## config.mk

```make
export PLATFORM = sky130hd
export DESIGN_NAME = obd_response_parser
export DESIGN_NICKNAME = d
export VERILOG_FILES = /design/src/rtl/obd_response_parser.sv
export SDC_FILE = /design/constraint.sdc
export NUM_CORES = 1
export LEC_CHECK = 0
export ABC_AREA = 1
export BUFFER_PORTS_ARGS = -buffer_cell sky130_fd_sc_hd__buf_2
export CAP_MARGIN = 20
export CORE_MARGIN = 8
export CORE_UTILIZATION = 63
export CTS_BUF_LIST = sky130_fd_sc_hd__clkbuf_4 sky130_fd_sc_hd__clkbuf_8 sky130_fd_sc_hd__clkbuf_16
export CTS_CLUSTER_DIAMETER = 50
export DETAILED_ROUTE_END_ITERATION = 10
export PLACE_DENSITY = 0.95
export SLEW_MARGIN = 20
export SYNTH_ARGS = -nofsm -noshare
export SYNTH_HDL_FRONTEND = slang
export SYNTH_SLANG_ARGS = --single-unit
```

## constraint.sdc

```tcl
create_clock -name clk -period 7.5 [get_ports clk]
set_input_delay 1.5 -clock clk [delete_from_list [all_inputs] [get_ports clk]]
set_output_delay 1.5 -clock clk [all_outputs]
set_load 0.05 [all_outputs]
```

## src/rtl/obd_response_parser.sv

```systemverilog
// obd_response_parser: drains the UART RX FIFO and parses ELM327-style "41 PP DD..\r" lines.
// Optional idle-abort timer is built in when PARSER_TIMEOUT_EN is defined.
module obd_response_parser #(
  parameter int DATA_BYTES  = 4,
  parameter int TIMEOUT_CYC = 5_000_000
) (
  input  logic                    clk,
  input  logic                    reset,
  input  logic                    rx_empty,
  input  logic [7:0]              r_data,
  output logic                    rd_uart,
  output logic [7:0]              pid,
  output logic [8*DATA_BYTES-1:0] data_val,
  output logic [2:0]              data_len,
  output logic                    done_tick,
  output logic                    err_tick,
  output logic                    prompt_tick
);

  localparam int         DW      = 8 * DATA_BYTES;
  localparam logic [3:0] MAX_CNT = 4'(DATA_BYTES + 2);

  if (DATA_BYTES < 1 || DATA_BYTES > 7) begin : g_bad_data_bytes
    $error("obd_response_parser: DATA_BYTES must be in 1..7");
  end
  if (TIMEOUT_CYC < 2) begin : g_bad_timeout
    $error("obd_response_parser: TIMEOUT_CYC must be at least 2");
  end

  typedef enum logic [1:0] {S_IDLE, S_LO, S_DISCARD} state_t;

  state_t        state_q, state_d;
  logic [3:0]    cnt_q, cnt_d;
  logic [3:0]    nib_q, nib_d;
  logic [7:0]    mode_q, mode_d;
  logic [7:0]    line_pid_q, line_pid_d;
  logic [DW-1:0] shift_q, shift_d;
  logic [7:0]    pid_q, pid_d;
  logic [DW-1:0] data_val_q, data_val_d;
  logic [2:0]    data_len_q, data_len_d;
  logic          done_q, done_d;
  logic          err_q, err_d;
  logic          prompt_q, prompt_d;

  logic       is_hex, is_sp, is_cr, is_lf, is_pr;
  logic [3:0] hex_val;
  logic [7:0] asm_byte;
  logic       clear_line;
  logic       tmo_hit;

  // Popping is blocked while reset is held so no FIFO byte is lost.
  assign rd_uart  = ~rx_empty & ~reset;
  assign asm_byte = {nib_q, hex_val};

  always_comb begin
    is_hex  = 1'b0;
    hex_val = 4'h0;
    if (r_data >= 8'h30 && r_data <= 8'h39) begin
      is_hex  = 1'b1;
      hex_val = 4'(r_data - 8'h30);
    end else if (r_data >= 8'h41 && r_data <= 8'h46) begin
      is_hex  = 1'b1;
      hex_val = 4'(r_data - 8'h37);
    end else if (r_data >= 8'h61 && r_data <= 8'h66) begin
      is_hex  = 1'b1;
      hex_val = 4'(r_data - 8'h57);
    end
    is_sp = (r_data == 8'h20);
    is_cr = (r_data == 8'h0D);
    is_lf = (r_data == 8'h0A);
    is_pr = (r_data == 8'h3E);
  end

`ifdef PARSER_TIMEOUT_EN
  localparam int TW = $clog2(TIMEOUT_CYC + 1);

  logic [TW-1:0] tmo_q, tmo_d;

  always_comb begin
    tmo_d   = '0;
    tmo_hit = 1'b0;
    if (rx_empty && (state_q != S_IDLE || cnt_q != 4'd0)) begin
      if (tmo_q == TW'(TIMEOUT_CYC - 1)) tmo_hit = 1'b1;
      else                               tmo_d   = tmo_q + 1'b1;
    end
  end

  always_ff @(posedge clk or posedge reset) begin
    if (reset) tmo_q <= '0;
    else       tmo_q <= tmo_d;
  end
`else
  assign tmo_hit = 1'b0;
`endif

  always_comb begin
    state_d    = state_q;
    cnt_d      = cnt_q;
    nib_d      = nib_q;
    mode_d     = mode_q;
    line_pid_d = line_pid_q;
    shift_d    = shift_q;
    pid_d      = pid_q;
    data_val_d = data_val_q;
    data_len_d = data_len_q;
    done_d     = 1'b0;
    err_d      = 1'b0;
    prompt_d   = 1'b0;
    clear_line = 1'b0;

    if (rd_uart) begin
      if (is_lf) begin
        state_d = state_q;
      end else if (is_pr) begin
        prompt_d   = 1'b1;
        err_d      = (state_q != S_IDLE) || (cnt_q != 4'd0);
        clear_line = 1'b1;
      end else begin
        case (state_q)
          S_IDLE: begin
            if (is_hex) begin
              nib_d   = hex_val;
              state_d = S_LO;
            end else if (is_cr) begin
              if (cnt_q != 4'd0) begin
                if (cnt_q >= 4'd3 && mode_q == 8'h41) begin
                  done_d     = 1'b1;
                  pid_d      = line_pid_q;
                  data_val_d = shift_q;
                  data_len_d = 3'(cnt_q - 4'd2);
                end else begin
                  err_d = 1'b1;
                end
                clear_line = 1'b1;
              end
            end else if (!is_sp) begin
              state_d = S_DISCARD;
            end
          end
          S_LO: begin
            if (is_hex) begin
              if (cnt_q == MAX_CNT) begin
                state_d = S_DISCARD;
              end else begin
                if (cnt_q == 4'd0)      mode_d     = asm_byte;
                else if (cnt_q == 4'd1) line_pid_d = asm_byte;
                else                    shift_d    = (shift_q << 8) | DW'(asm_byte);
                cnt_d   = cnt_q + 4'd1;
                state_d = S_IDLE;
              end
            end else if (is_cr) begin
              err_d      = 1'b1;
              clear_line = 1'b1;
            end else begin
              state_d = S_DISCARD;
            end
          end
          S_DISCARD: begin
            if (is_cr) begin
              err_d      = 1'b1;
              clear_line = 1'b1;
            end
          end
          default: clear_line = 1'b1;
        endcase
      end
    end else if (tmo_hit) begin
      err_d      = 1'b1;
      clear_line = 1'b1;
    end

    // Shift register restarts at zero so data_val stays right-aligned and zero-extended.
    if (clear_line) begin
      state_d = S_IDLE;
      cnt_d   = 4'd0;
      shift_d = '0;
    end
  end

  always_ff @(posedge clk or posedge reset) begin
    if (reset) begin
      state_q    <= S_IDLE;
      cnt_q      <= 4'd0;
      nib_q      <= 4'h0;
      mode_q     <= 8'h00;
      line_pid_q <= 8'h00;
      shift_q    <= '0;
      pid_q      <= 8'h00;
      data_val_q <= '0;
      data_len_q <= 3'd0;
      done_q     <= 1'b0;
      err_q      <= 1'b0;
      prompt_q   <= 1'b0;
    end else begin
      state_q    <= state_d;
      cnt_q      <= cnt_d;
      nib_q      <= nib_d;
      mode_q     <= mode_d;
      line_pid_q <= line_pid_d;
      shift_q    <= shift_d;
      pid_q      <= pid_d;
      data_val_q <= data_val_d;
      data_len_q <= data_len_d;
      done_q     <= done_d;
      err_q      <= err_d;
      prompt_q   <= prompt_d;
    end
  end

  assign pid         = pid_q;
  assign data_val    = data_val_q;
  assign data_len    = data_len_q;
  assign done_tick   = done_q;
  assign err_tick    = err_q;
  assign prompt_tick = prompt_q;

endmodule

```

After elaboration in Yosys (flattened, before gate mapping)
Index checks and enable logic that the tools add are counted.
{"block": "totals", "ram_bits": 0, "output_inout_bits": 47, "wordCells": 131, "n_memories": 0, "mem_bits_ro": 0, "ff_bits": 104, "input_bits": 11, "latch_bits": 0}
{"block": "op_classes", "eq_ne": 17, "n_reduce_logical": 20, "n_mul": 0, "bitwise_logic": 9, "order_cmp": 7, "shifts": 0, "div_mod_pow": 0, "addsub": 5, "muxes": 61}
{"op": "32-bit 2-to-1 mux", "count": 9}
{"op": "4-bit 2-to-1 mux", "count": 10}
{"op": "32-bit by 8-bit bitwise OR with 32-bit output", "count": 1}
{"op": "1-bit 2-to-1 mux", "count": 29}
{"op": "8-bit AND reduction", "count": 3}
{"op": "2-bit 2-to-1 mux", "count": 10}
{"op": "8-bit by 4-bit == test with 1-bit output (second input constant)", "count": 2}
{"op": "8-bit by 6-bit == test with 1-bit output (second input constant)", "count": 2}
{"op": "8-bit by 7-bit >= comparator with 1-bit output (second input constant)", "count": 2}
{"op": "8-bit by 7-bit <= comparator with 1-bit output (second input constant)", "count": 2}
{"op": "7-bit AND reduction", "count": 2}
{"op": "4-bit != test (second input constant)", "count": 3}
{"op": "8-bit by 7-bit == test with 1-bit output (second input constant)", "count": 1}
{"op": "8-bit by 6-bit >= comparator with 1-bit output (second input constant)", "count": 1}
{"op": "8-bit by 6-bit <= comparator with 1-bit output (second input constant)", "count": 1}
{"op": "2-bit nonzero test", "count": 4}
{"op": "4-bit by 3-bit subtractor with 4-bit output (second input constant)", "count": 2}
{"op": "1-bit inverter", "count": 7}
{"op": "2-bit != test (second input constant)", "count": 3}
{"op": "1-bit one-hot mux with 3 select lines", "count": 2}
{"op": "6-bit AND reduction", "count": 1}
{"op": "5-bit AND reduction", "count": 1}
{"op": "4-bit by 1-bit adder with 4-bit output (second input constant)", "count": 1}
{"op": "4-bit by 1-bit == test with 1-bit output (second input constant)", "count": 1}
{"op": "other kinds (15)", "count": 19}

Logic depth before layout (Yosys ltp)
{"block": "logic_depth", "ltp_word": 15, "depth_mapped": 12, "mapped_depth_nobuf": 12}

Worst setup path before layout
No wires, ideal clock.
{"block": "synth_timing", "path_type": "in2out", "from": "in reset", "to": "out rd_uart", "path_buffers": 0, "setup_slack_ps": 3928, "t_arrival_ps": 2072, "path_stages": 1, "t_required_ps": 6000, "path_cell_list": "nor2_2"}
{"block": "synth_between", "elab_chain_len": 2}
{"item": "start, declared", "line_no": "8", "rtl": "input logic reset,"}
{"item": "1-bit inverter", "line_no": "52", "rtl": "assign rd_uart = ~rx_empty & ~reset;"}
{"item": "1-bit bitwise AND", "line_no": "52"}
{"item": "end, declared", "line_no": "11", "rtl": "output logic rd_uart,"}
No other way between the ends.

Worst setup path after layout
Ends and elaborated chain as after synthesis.

==> run metrics <==
status=finished clean; CP max FO=6; Total GRT Usage=0.214; nets=618; WL per Instance=16.3 µm; Final min period=3760 ps; endpoint type of the worst setup path=output pin; CP arrival=2260 ps; # hold bufs at CTS=0; H-tree levels=3; top sig layer=met4; DR WL met3=684 µm; Yosys warning count=0; post-synth top area share=0.521; DRC=0; diodes inserted=0; R2R depth=10; Worst path most repeated cell=buf_2; hold endpoint=data_val[23]; Worst Hold Class=flip-flop to flip-flop; slowest library cell on the worst path=buf_2; initial antenna violation count=0; met1 WL=5020 µm; top cells by area, synth=dfrtp_1 (52%), nor2_1 (7.6%), nand2_1 (6.7%); crit start category=primary input; Die ar.=0.0110 mm²; Pleak=2.92 nW; Boundary Pins=58; number of port buffers=57; synthesis-stage register bit count=104; CTS sink cnt=104; cell taking the most area after synthesis=dfrtp_1; DR iter-0 viols=310; Core Area=0.00769 mm²; R2R Path Start=cnt_q[0]; number of synthesized flops with an enable pin=0; critical hold path startpoint=data_val[23]; # fillers=605; most common cell after layout, fill and taps aside=dfrtp_1; Mapped Avg Cell Area=8.92 µm²; Placer Congestion=0.936; Met2 Wirelength=5520 µm; die height=105 µm; Fin Setup TNS=0 ps; Bufs on Longest Clock Path=2; WL final=11500 µm; Max Cap Viol=0; Area growth, synth to finish=9.39%; Vias=4093; Post-synth top flop=dfrtp_1; vias in the first global route=4037; setup violators final=0; largest net degree at the start of global routing=72; Starting Density=0.650; Worst-path clk slew=100 ps; most frequent cells in the layout=dfrtp_1 (104), nor2_1 (101), nand2_1 (89), buf_2 (57), nor3_1 (44); DRT Pass-1 Iters=4; Power Density=220 mW/mm²; row count=32; Critical Path RT=6000 ps; RSZ-0062 raised after global routing=false; cells after synthesis=560; layout cells sized above 1=0.184; hpwl dp=7820 µm; critical path's largest stage delay=330 ps; Post-Syn Area=0.00499 mm²; worst-path cell chain=buf_2 > nor2_2 > buf_2; first-pass GRT wire length=19500 µm; syn_nets=580; clk_skew=10.2 ps; root buf cell=clkbuf_8; Post-CTS Setup Bufs=0; Clock Latency Late Sink=380 ps; final hold vios=0; Max Slew Vio Count=0; CTS tree=built; Final period util=0.501; Rel. slew slack=0.398; RR Endpoint=mode_q[1]; chip width=105 µm; Worst-Margin Slew=902 ps; clock buffers created by TritonCTS=9; post-route ant nets=0; Final Util=0.711; Distinct cells, synth=32; critical path class=primary input to output pin; crit-path leading delay family=buffers and inverters; CTS-repair resized insts=0; register area share after synthesis=0.521; flop-to-flop setup slack=4820 ps; VDD IR max=0.110 mV; crit path buf inv count=2; Max Freq=266 MHz; ys async rst share=1.00; total congestion overflow=0; Vias/cell=5.81; Cells on Worst Hold Path=2
==> final cells by class <==
| type | count | area [µm²] | area share |
|---|---|---|---|
| tap | 102 | 128 | 0.0234 |
| inverter | 43 | 166 | 0.0305 |
| timing repair buffer | 59 | 300 | 0.0550 |
| sequential | 104 | 2600 | 0.476 |
| clock inverter | 6 | 97.6 | 0.0179 |
| multi-input combinational | 381 | 2030 | 0.372 |
| clock buffer | 10 | 138 | 0.0252 |
==> layer usage <==
metal	GRT usage	up-vias
met2	0.343	142
met4	0.0989	0
met5	0	-
met1	0.276	1973
li1	-	1951
met3	0.0412	27
==> kinds of logic after synthesis <==
kind of cell	Yosys count	share of synthesized area
flip-flops	104	0.521
AND/OR/NAND/NOR	304	0.285
adder cells (fa/ha/maj)	9	0.0225
XOR/XNOR	1	0.00175
buffers and inverters	75	0.0721
AO/OA/AOI/OAI	67	0.0972
==> where the power goes <==
group          internal, W  switching (W)  total, W
Sequential        0.000575      0.0000197  0.000594
Clock             0.000203       0.000203  0.000405
Combinational    0.0000436       0.000158  0.000201
==> flip-flops by register name (all words and copies together), names as in the netlist <==
name / cells
cnt_q: 4
data_len: 3
data_val: 32
done_tick: 1
err_tick: 1
line_pid_q: 8
mode_q: 8
nib_q: 4
pid: 8
prompt_tick: 1
shift_q: 32
state_q: 2
==> metrics by stage <==
| stage | cell area, µm² | instances | setup WS [ps] | hold slack (ps) | power [W] |
|---|---|---|---|---|---|
| after global placement | 5230 | 689 | 3700 | 472 | 0.000791 |
| after CTS | 5460 | 705 | 3750 | 505 | 0.00120 |
| after global routing | 5460 | 705 | 3610 | 518 | 0.00125 |
| after floorplan | 4990 | 560 | 3270 | 454 | 0.000758 |
| final | 5460 | 705 | 3740 | 495 | 0.00120 |
| after detailed placement | 5230 | 689 | 3510 | 479 | 0.000802 |
==> worst register-to-register path, delay by kind of cell, from the launching register on <==
kind            cells  cell delay [ps]
compound gates      1               70
buf+inv             3              880
flops               1              460
fa+ha+maj           1              210
simple gates        5              950
==> cells in the mapped netlist (3+ instances only) <==
| library cell | count |
|---|---|
| nor2_1 | 101 |
| o211ai_1 | 20 |
| ha_1 | 9 |
| o211ai_2 | 12 |
| nor2_2 | 3 |
| buf_6 | 5 |
| buf_4 | 6 |
| buf_2 | 13 |
| nand2_1 | 89 |
| nand4_1 | 34 |
| clkbuf_1 | 8 |
| o21ai_1 | 12 |
| inv_1 | 37 |
| dfrtp_1 | 104 |
| nor3_1 | 44 |
| nand3_1 | 19 |
| o21ai_0 | 19 |
| inv_2 | 5 |
| nand3_2 | 3 |
==> worst max-delay path by stage <==
stage / start / to / slack, ps / depth (start not counted)
2_1_floorplan: reset / cnt_q[0] / 3270 / 1
3_3_place_gp: r_data[0] / mode_q[2] / 3700 / 12
3_5_place_dp: r_data[0] / mode_q[2] / 3510 / 12
5_1_grt: r_data[0] / mode_q[2] / 3610 / 12
4_1_cts: reset / rd_uart / 3750 / 3
6_report: reset / rd_uart / 3740 / 3
(Power assumes the default switching activity.)
